## src/rtl/shift_unit.sv

```systemverilog
// rtl/shift_unit.sv - multi-cycle one-bit-per-clock shifter with LSR/LSL/ASR/ROR modes
module shift_unit #(
   parameter int WIDTH = 8,
   parameter int AMT_W = $clog2(WIDTH) + 1
) (
   input  logic             clk,
   input  logic             rst,
   input  logic             start,
   input  logic [1:0]       mode,
   input  logic [WIDTH-1:0] X,
   input  logic [AMT_W-1:0] amount,
   output logic [WIDTH-1:0] Z,
   output logic             carry,
   output logic             zero,
   output logic             busy,
   output logic             done
);

   localparam int SH_W = $clog2(WIDTH);
   localparam logic [1:0] MODE_LSR = 2'b00;
   localparam logic [1:0] MODE_LSL = 2'b01;
   localparam logic [1:0] MODE_ASR = 2'b10;
   localparam logic [1:0] MODE_ROR = 2'b11;
   localparam logic [AMT_W-1:0] WIDTH_AMT = AMT_W'(WIDTH);

   typedef enum logic [1:0] {IDLE, SHIFT, DONE} state_t;

   state_t           state, state_nxt;
   logic [WIDTH-1:0] work_q, work_nxt;
   logic [1:0]       mode_q, mode_nxt;
   logic [AMT_W-1:0] count_q, count_nxt;
   logic [WIDTH-1:0] z_nxt;
   logic             carry_nxt;
   logic [AMT_W-1:0] n_eff;
   logic [WIDTH-1:0] shifted;
   logic             shift_out;

   // Rotation wraps modulo WIDTH; the linear shifts saturate at WIDTH.
   always_comb begin
      if (mode == MODE_ROR)
         n_eff = {1'b0, amount[SH_W-1:0]};
      else if (amount > WIDTH_AMT)
         n_eff = WIDTH_AMT;
      else
         n_eff = amount;
   end

   always_comb begin
      shifted   = work_q;
      shift_out = 1'b0;
      case (mode_q)
         MODE_LSR: begin
            shifted   = {1'b0, work_q[WIDTH-1:1]};
            shift_out = work_q[0];
         end
         MODE_LSL: begin
            shifted   = {work_q[WIDTH-2:0], 1'b0};
            shift_out = work_q[WIDTH-1];
         end
         MODE_ASR: begin
            shifted   = {work_q[WIDTH-1], work_q[WIDTH-1:1]};
            shift_out = work_q[0];
         end
         default: begin
            shifted   = {work_q[0], work_q[WIDTH-1:1]};
            shift_out = work_q[0];
         end
      endcase
   end

   always_ff @(posedge clk) begin
      if (rst) begin
         state   <= IDLE;
         work_q  <= '0;
         mode_q  <= MODE_LSR;
         count_q <= '0;
         Z       <= '0;
         carry   <= 1'b0;
      end else begin
         state   <= state_nxt;
         work_q  <= work_nxt;
         mode_q  <= mode_nxt;
         count_q <= count_nxt;
         Z       <= z_nxt;
         carry   <= carry_nxt;
      end
   end

   // Z/carry are loaded on the edge entering DONE so they are visible with done.
   always_comb begin
      state_nxt = state;
      work_nxt  = work_q;
      mode_nxt  = mode_q;
      count_nxt = count_q;
      z_nxt     = Z;
      carry_nxt = carry;
      busy      = 1'b0;
      done      = 1'b0;
      case (state)
         IDLE: begin
            if (start) begin
               work_nxt  = X;
               mode_nxt  = mode;
               count_nxt = n_eff;
               if (n_eff == '0) begin
                  z_nxt     = X;
                  carry_nxt = 1'b0;
                  state_nxt = DONE;
               end else begin
                  state_nxt = SHIFT;
               end
            end
         end
         SHIFT: begin
            busy      = 1'b1;
            work_nxt  = shifted;
            count_nxt = count_q - AMT_W'(1);
            if (count_q == AMT_W'(1)) begin
               z_nxt     = shifted;
               carry_nxt = shift_out;
               state_nxt = DONE;
            end
         end
         DONE: begin
            done      = 1'b1;
            state_nxt = IDLE;
         end
         default: state_nxt = IDLE;
      endcase
   end

   assign zero = (Z == '0);

endmodule
```

## config.mk

```make
export PLATFORM = sky130hd
export DESIGN_NAME = shift_unit
export DESIGN_NICKNAME = d
export VERILOG_FILES = /design/src/rtl/shift_unit.sv
export SDC_FILE = /design/constraint.sdc
export NUM_CORES = 1
export LEC_CHECK = 0
export ABC_AREA = 1
export CORE_ASPECT_RATIO = 1.25
export CORE_MARGIN = 2
export CORE_UTILIZATION = 42
export DETAILED_ROUTE_END_ITERATION = 10
export PLACE_DENSITY = 0.8
export SLEW_MARGIN = 15
export SYNTH_ARGS = -nofsm -noshare
export SYNTH_HDL_FRONTEND = slang
export SYNTH_SLANG_ARGS = --single-unit
```

## constraint.sdc

```tcl
create_clock -name clk -period 1.24 [get_ports clk]
set_input_delay 0.372 -clock clk [delete_from_list [all_inputs] [get_ports clk]]
set_output_delay 0.372 -clock clk [all_outputs]
set_load 0.1 [all_outputs]
```

### After elaboration in Yosys (flattened, before gate mapping)

Cells that the tools add are included.

| storage, ports and cells | value |
|---|---|
| flip-flop bits (word level) | 25 |
| logic and storage cells | 48 |

| operators by class | value |
|---|---|
| eq/ne operators | 9 |
| magnitude comparators | 1 |
| $add $sub $neg | 1 |
| multiplexer cells | 22 |
| reduce and logical (&&, ||, !) cells | 9 |

Operators with widths:

| kind | count |
|---|---|
| $mux 8 | 4 |
| $pmux 8 s2 | 2 |
| $pmux 8 s3 | 1 |
| $mux 4 | 3 |
| $logic_not 8->1 | 1 |
| $pmux 4 s2 | 1 |
| $eq 2x2->1 const B | 3 |
| $mux 1 | 6 |
| $mux 2 | 3 |
| $ne 2x2->1 const B | 3 |
| $reduce_and 2->1 | 3 |
| $eq 2x1->1 const B | 2 |
| $eq 4x1->1 const B | 1 |
| $gt 4x4->1 const B | 1 |
| $logic_not 2->1 | 2 |
| $logic_not 4->1 | 1 |
| $pmux 2 s2 | 1 |
| $reduce_and 4->1 | 1 |
| $sub 4x1->4 const B | 1 |
| $pmux 1 s2 | 1 |
| $reduce_bool 2->1 | 1 |

### Longest topological paths before layout

Gate-level depths: netlist of run 1.

| depth | value |
|---|---|
| word-level depth | 7 |
| depth in mapped cells | 9 |
| depth with buffers taken out | 8 |

### Least setup slack after synthesis of run 1

Ideal clock, no wire load.

| timing | value |
|---|---|
| path type | register to output |
| from | register Z[7] |
| to | output port zero |
| arrival | 3,731 ps |
| stages on the path, launching flop included | 4 |
| path slack | -2,863 ps |
| cell sequence | dfxtp_1 inv_1 nand4_1 nor4_1 |

| between the ends | value |
|---|---|
| word-level cells in the longest chain between the ends | 1 |

Ends and longest elaborated chain:

| element | line | source |
|---|---|---|
| start, declared | 12 | `output logic [WIDTH-1:0] Z,` |
| start signal, assigned | 84 | `Z <= z_nxt;` |
| $logic_not 8->1 | 132 | `assign zero = (Z == '0);` |
| end, declared | 14 | `output logic zero,` |

No other way between the ends.

### Worst setup path in the final report of run 1

| timing | value |
|---|---|
| from | register Z[1] |
| to | output port zero |

Same word-level chain as after synthesis.

==> key figures, run 1 <==
Run status
  – Status: complete, but fails checks
  – Failing checks: negative setup slack

Final layout
  – Most frequent cells in the layout: nand2_1 (47), buf_6 (22), buf_4 (21), inv_1 (20), buf_12 (14)
  – Nets@finish: 302
  – Post-route cell area: 2600 sq um
  – Ant. Diodes: 0
  – Multi-input logic area: 975 sq um
  – Register area: 538 sq um
  – Post-route core utilization: 82.1%
  – Most common cell after layout, fill and taps aside: nand2_1
  – Layout cells sized above 1: 50.4%
  – Area Overhead vs Synth: 91.0%
  – Fillers: 169
  – Non-Filler Instances: 319

Placed design
  – Placed insts: 291
  – Dpl ws: -0.501 ns
  – Cell Area, Placed: 2020 sq um
  – Post-DP HPWL: 2590 um
  – PortBufs: 28
  – Routability Congestion: 0.892

Power and ir drop
  – Cell area power density: 1590 nW/um^2
  – Leakage power: 1.21 nW
  – VDD IR max: 1540 uV

Timing
  – Worst slew pin tran: 0.276 ns
  – Max Freq: 598 MHz
  – Hold Violations, Final: 0
  – Hold WS: 0.507 ns
  – Post-route minimum period: 1.67 ns
  – Pins Over Slew Limit: 0
  – Tcrit/Tclk final: 135%
  – Post-route setup slack: -0.432 ns
  – Slew HR: 81.5%
  – RSZ-0062 raised after global routing: yes
  – Clock Skews: 0.00375 ns
  – Final setup fails: 34

Floorplan
  – Die ar.: 3720 sq um
  – Chip Width: 54.9 um
  – Initial core utilization: 43.0%
  – I/O pins: 29
  – Die Ht: 67.7 um
  – Row count: 23
  – Core Area: 3170 sq um

Worst setup path
  – CP required: 0.87 ns
  – R2R setup slack: -0.16 ns
  – R2R Path Start: state[0]$_SDFFE_PP0P_
  – Crit path kind: register to primary output
  – Startpoint Class: register
  – Reg2Reg Depth: 9
  – Nature of the critical path endpoint: primary output
  – Critical path fanouts, max: 2
  – CP Data Arrival Time: 1.30 ns
  – Worst r2r dst: count_q[2]$_SDFFE_PP0P_

Routing
  – Routed len/inst: 18.5 um
  – Final WL: 5900 um
  – DRT iter0 DRCs: 102
  – DRC viols: 0
  – Detail Route Antenna Nets: 0
  – Via Count: 1828
  – DR pass1 iterations: 5
  – Vias per cell: 5.73

Synth
  – Library cells used by synthesis: 23
  – Post-synthesis register bit count: 25
  – Post-Synthesis Cells: 208
  – Avg Cell Area, Syn: 6.54 sq um
  – Sequential area share after synthesis: 36.8%
  – Post-synth net total: 227
  – Post-Syn Area: 1360 sq um
  – Synth Warn #: 0

Clocking
  – Clk root buf: clkbuf_8
  – Cts hold-fix bufs: 0
  – Clock tree buffer depth: 2
  – CTS H-tree depth: 1
  – CTS clk-pin slew, worst paths: 0.09 ns
  – Worst-skew pair later-pin latency: 0.27 ns
  – TritonCTS Buffers: 3
  – Clk sinks: 25
  – CTS tree: done

Hold path
  – Worst Min Path Start: amount[0]
  – Hold Path Stages: 3
  – Hold Crit Endpoint: count_q[0]$_SDFFE_PP0P_
  – Hold WC Path Type: primary input to register

Run
  – MaxCap Viol Count: 0

Global routing
  – Global-route wire length before repair: 6370 um
  – Gr usage total: 23.6%
  – Initial antenna violation count: 0
  – Vias in the first global route: 1501
  – Largest net degree at the start of global routing: 18
  – Total gr overflow: 0
==> report_power, final <==
group	total (W)	leakage, nW	internal (W)	switching (W)
clock	0.000501	0.0228	0.000230	0.000271
combinational	0.00254	0.974	0.00103	0.00150
sequential	0.00110	0.215	0.000954	0.000144
==> registers in the layout, indices dropped and copies added (netlist names) <==
signal and count:
Z 8, work_q 8, count_q 4, mode_q 2, state 2, carry 1
==> cell usage after synthesis <==
master / n / area, sq um
nand2_1: 58 / 218
nor2_1: 28 / 105
inv_1: 27 / 101
dfxtp_1: 25 / 500
nand3_1: 18 / 90.1
o21ai_0: 13 / 65.1
a21oi_1: 12 / 60.1
a31oi_1: 6 / 37.5
inv_2: 4 / 15.0
buf_6: 2 / 22.5
ha_1: 2 / 25.0
nand4_1: 2 / 12.5
a21oi_4: 1 / 16.3
buf_2: 1 / 5.00
buf_4: 1 / 7.51
clkbuf_1: 1 / 3.75
nand2_2: 1 / 6.26
nand2_4: 1 / 11.3
nor2_8: 1 / 20.0
nor4_1: 1 / 6.26
o211ai_1: 1 / 7.51
o21ai_4: 1 / 16.3
xor2_1: 1 / 8.76
==> layout make-up <==
type | count | area share (%)
clock buffers | 4 | 1.73
inverters | 31 | 5.25
multi-input cells | 148 | 37.5
flip-flops and latches | 25 | 20.7
well taps | 37 | 1.78
repair buffers | 74 | 33.1
==> critical path, stage by stage, from the launching register on <==
cell,delay (ns)
dfxtp_2,0.34
inv_1,0.11
nand2_1,0.09
nor4_4,0.27
buf_12,0.22
==> metrics by stage <==
step                      TNS, ns  total power [W]
final                       -3.36          0.00414
after global routing        -4.73          0.00428
after CTS                   -2.14          0.00357
after detailed placement    -9.41          0.00291
after global placement      -8.87          0.00288
after floorplan            -0.891          0.00225
==> worst max-delay path by stage <==
stage	depth (start not counted)	end	startpoint
final	4	zero	Z[1]$_SDFFE_PP0P_
after global routing	4	zero	Z[1]$_SDFFE_PP0P_
after CTS	4	zero	Z[7]$_SDFFE_PP0P_
after detailed placement	8	Z[2]$_SDFFE_PP0P_	mode[0]
after global placement	8	Z[2]$_SDFFE_PP0P_	mode[0]
after floorplan	3	zero	Z[3]$_SDFFE_PP0P_
==> cell families after synthesis <==
family | after synthesis | share of synthesized area [%]
AOI/OAI and AO/OA | 34 | 14.9
xor gates and xnor gates | 1 | 0.643
adders and majority gates | 2 | 1.84
buffers and inverters | 36 | 11.4
DFF | 25 | 36.8
and+or+nand+nor | 110 | 34.5
==> per-layer routing <==
metal	share of wire, %	track usage [%]	wire [um]	up-vias
met2	51	41.8	3000	116
met1	38	27.6	2220	868
met3	7.5	4.42	440	32
li1	-	-	-	812
met4	4.1	8.23	239	0
met5	0	0	0	-
==> repair_timing <==
item	CTS	global route
cloned	1	0
endpoints found under the setup margin	34	30
gates resized for setup	34	82
pin swaps	19	29
setup buffers	12	17
Power figures use the tool's default switching activity.
==> inputs of run 2 (changes only) <==
--- a/config.mk
+++ b/config.mk
@@ -8,9 +8,9 @@
 export ABC_AREA = 1
 export CORE_ASPECT_RATIO = 1.25
 export CORE_MARGIN = 2
-export CORE_UTILIZATION = 42
+export CORE_UTILIZATION = 45
 export DETAILED_ROUTE_END_ITERATION = 10
-export PLACE_DENSITY = 0.8
+export PLACE_DENSITY = 0.84
 export SLEW_MARGIN = 15
 export SYNTH_ARGS = -nofsm -noshare
 export SYNTH_HDL_FRONTEND = slang
==> run 2 against run 1 <==
Against the previous run:
- the flow still finishes with violations (negative setup slack)
- register-to-register slack worse by 0.08 ns
- global-route usage increased by 3.0 points
- critical path type unchanged
- critical endpoint unchanged
- count of clock-buffer cells in the layout shrank 1
- sequential power is essentially flat
- cell count fell by 0.94%
- flip-flop and latch count unchanged
- maximum frequency decreased by 4.9%
==> key figures, run 2 (synthesis gave the netlist of run 1 again) <==
Final layout
  – Register area: 533 sq um (was 538 sq um)
  – Ant. Diodes: 0 (unchanged)
  – Nets@finish: 300 (was 302)
  – Most frequent cells in the layout: nand2_1 (47), buf_4 (25), inv_1 (21), nor2_1 (20), buf_6 (17) (was nand2_1 (47), buf_6 (22), buf_4 (21), inv_1 (20), buf_12 (14))
  – Most common cell after layout, fill and taps aside: nand2_1 (unchanged)
  – Largest regs: Z x8, work_q x8, count_q x4 (unchanged)
  – Fillers: 154 (was 169)
  – Layout cells sized above 1: 46.1% (was 50.4%)
  – Area Overhead vs Synth: 80.1% (was 91.0%)
  – Post-route cell area: 2450 sq um (was 2600 sq um)
  – Non-Filler Instances: 316 (was 319)
  – Multi-input logic area: 895 sq um (was 975 sq um)

Clocking
  – Clock tree buffer depth: 2 (unchanged)
  – TritonCTS Buffers: 3 (unchanged)
  – Clk root buf: clkbuf_4 (was clkbuf_8)
  – CTS H-tree depth: 1 (unchanged)
  – Clk sinks: 25 (unchanged)
  – Cts hold-fix bufs: 0 (unchanged)
  – CTS clk-pin slew, worst paths: 0.15 ns (was 0.09 ns)
  – Worst-skew pair later-pin latency: 0.33 ns (was 0.27 ns)
  – CTS tree: done (unchanged)

Power and ir drop
  – Leakage power: 1.15 nW (was 1.21 nW)
  – VDD IR max: 1700 uV (was 1540 uV)
  – Cell area power density: 1570 nW/um^2 (was 1590 nW/um^2)

Routing
  – Detail Route Antenna Nets: 0 (unchanged)
  – DRC viols: 0 (unchanged)
  – Vias per cell: 5.50 (was 5.73)
  – Routed len/inst: 16.8 um (was 18.5 um)
  – Via Count: 1738 (was 1828)
  – DRT iter0 DRCs: 103 (was 102)
  – DR pass1 iterations: 4 (was 5)
  – Final WL: 5300 um (was 5900 um)

Timing
  – Worst slew pin tran: 0.316 ns (was 0.276 ns)
  – Final setup fails: 35 (was 34)
  – Tcrit/Tclk final: 142% (was 135%)
  – Slew HR: 78.8% (was 81.5%)
  – RSZ-0062 raised after global routing: yes (unchanged)
  – Hold Violations, Final: 0 (unchanged)
  – Pins Over Slew Limit: 0 (unchanged)
  – Post-route setup slack: -0.519 ns (was -0.432 ns)
  – Max Freq: 569 MHz (was 598 MHz)
  – Clock Skews: 0.00525 ns (was 0.00375 ns)
  – Post-route minimum period: 1.76 ns (was 1.67 ns)

Worst setup path
  – Startpoint Class: register (unchanged)
  – Nature of the critical path endpoint: primary output (unchanged)
  – R2R setup slack: -0.24 ns (was -0.16 ns)
  – Crit path kind: register to primary output (unchanged)
  – CP Data Arrival Time: 1.39 ns (was 1.30 ns)
  – Reg2Reg Depth: 8 (was 9)
  – Critical path fanouts, max: 2 (unchanged)
  – R2R Path Start: state[0]$_SDFFE_PP0P_ (unchanged)
  – CP Capture Point: zero (unchanged)
  – CP required: 0.87 ns (about the same)
  – Worst r2r dst: Z[6]$_SDFFE_PP0P_ (was count_q[2]$_SDFFE_PP0P_)
  – Worst Setup SP: Z[7]$_SDFFE_PP0P_ (was Z[1]$_SDFFE_PP0P_)

Placed design
  – PortBufs: 28 (unchanged)
  – Routability Congestion: 0.842 (was 0.892)
  – Post-DP HPWL: 2600 um (was 2590 um)
  – Cell Area, Placed: 2040 sq um (was 2020 sq um)
  – Placed insts: 292 (was 291)

Floorplan
  – Chip Width: 53.2 um (was 54.9 um)
  – Row count: 22 (was 23)
  – Core Area: 2920 sq um (was 3170 sq um)
  – Die Ht: 65.5 um (was 67.7 um)
  – Die ar.: 3480 sq um (was 3720 sq um)
  – I/O pins: 29 (unchanged)
  – Initial core utilization: 46.7% (was 43.0%)

Run status
  – Status: complete, but fails checks (unchanged)
  – Failing checks: negative setup slack (unchanged)

Run
  – MaxCap Viol Count: 0 (unchanged)

Global routing
  – Vias in the first global route: 1530 (was 1501)
  – Largest net degree at the start of global routing: 18 (unchanged)
  – Initial antenna violation count: 0 (unchanged)
  – Gr usage total: 26.6% (was 23.6%)
  – Global-route wire length before repair: 6800 um (was 6370 um)
  – Total gr overflow: 0 (unchanged)

Hold path
  – Hold WC Path Type: register to register (was primary input to register)
  – Hold Path Stages: 2 (was 3)
[run 2: cell type report]
type / count / area share, %
clock buffers: 3 / 0.919
multi-input cells: 148 / 36.5
repair buffers: 72 / 33.3
clock inverters: 1 / 0.204
inverters: 31 / 5.46
flip-flops and latches: 25 / 21.7
well taps: 36 / 1.84
[run 2: stage by stage]
step | hold WS, ns | power, W | worst slack, ns | util, % | TNS, ns
2_1_floorplan | 0.434 | 0.00225 | -0.846 | - | -0.891
3_3_place_gp | 0.476 | 0.00289 | -0.429 | 69.8 | -8.58
3_5_place_dp | 0.490 | 0.00291 | -0.518 | 69.8 | -9.50
4_1_cts | 0.510 | 0.00347 | -0.459 | 75.9 | -3.02
5_1_grt | 0.558 | 0.00399 | -0.567 | 84.0 | -7.42
6_report | 0.541 | 0.00386 | -0.519 | 84.0 | -5.89
[run 2: worst max-delay path, stage by stage, from the launching register on]
cell and delay, ns:
dfxtp_4 0.37, inv_2 0.07, nand4_1 0.17, nor4_4 0.23, buf_12 0.21
[run 2: what timing repair did]
| action | in CTS | in global routing |
|---|---|---|
| gates cloned | 1 | 0 |
| endpoints found under the setup margin | 22 | 37 |
| gates resized for setup | 36 | 51 |
| pin swaps | 7 | 18 |
| buffers inserted | 8 | 16 |
[run 2: how the worst min path moves through the flow]
stage	slack [ns]	end	from
CTS	0.51	count_q[3]$_SDFFE_PP0P_	count_q[3]$_SDFFE_PP0P_
global placement	0.48	count_q[3]$_SDFFE_PP0P_	count_q[3]$_SDFFE_PP0P_
detailed placement	0.49	count_q[3]$_SDFFE_PP0P_	count_q[3]$_SDFFE_PP0P_
finish	0.54	mode_q[0]$_SDFFE_PP0P_	mode_q[0]$_SDFFE_PP0P_
global route	0.56	count_q[1]$_SDFFE_PP0P_	count_q[1]$_SDFFE_PP0P_
floorplan	0.43	state[0]$_SDFFE_PP0P_	rst
[run 2: layer usage]
layer / track usage (%) / vias up / share of wire (%)
met5: 0 / - / 0
met4: 10.3 / 0 / 6.3
met3: 4.32 / 32 / 5.3
met2: 48.8 / 85 / 51
met1: 29.7 / 813 / 37
li1: - / 808 / -
[run 2: power by group]
part / switching, W / leakage [nW] / internal (W)
logic: 0.00141 / 0.918 / 0.000970
registers: 0.000137 / 0.214 / 0.000951
clock network: 0.000272 / 0.0177 / 0.000121
==> inputs of run 3 (changes only) <==
--- a/config.mk
+++ b/config.mk
@@ -10,6 +10,7 @@
 export CORE_MARGIN = 2
 export CORE_UTILIZATION = 45
 export DETAILED_ROUTE_END_ITERATION = 10
+export HOLD_SLACK_MARGIN = 0.02
 export PLACE_DENSITY = 0.84
 export SLEW_MARGIN = 15
 export SYNTH_ARGS = -nofsm -noshare
==> results of run 3 <==
No change in the layout: final DEF, timing and power equal those of run 2.
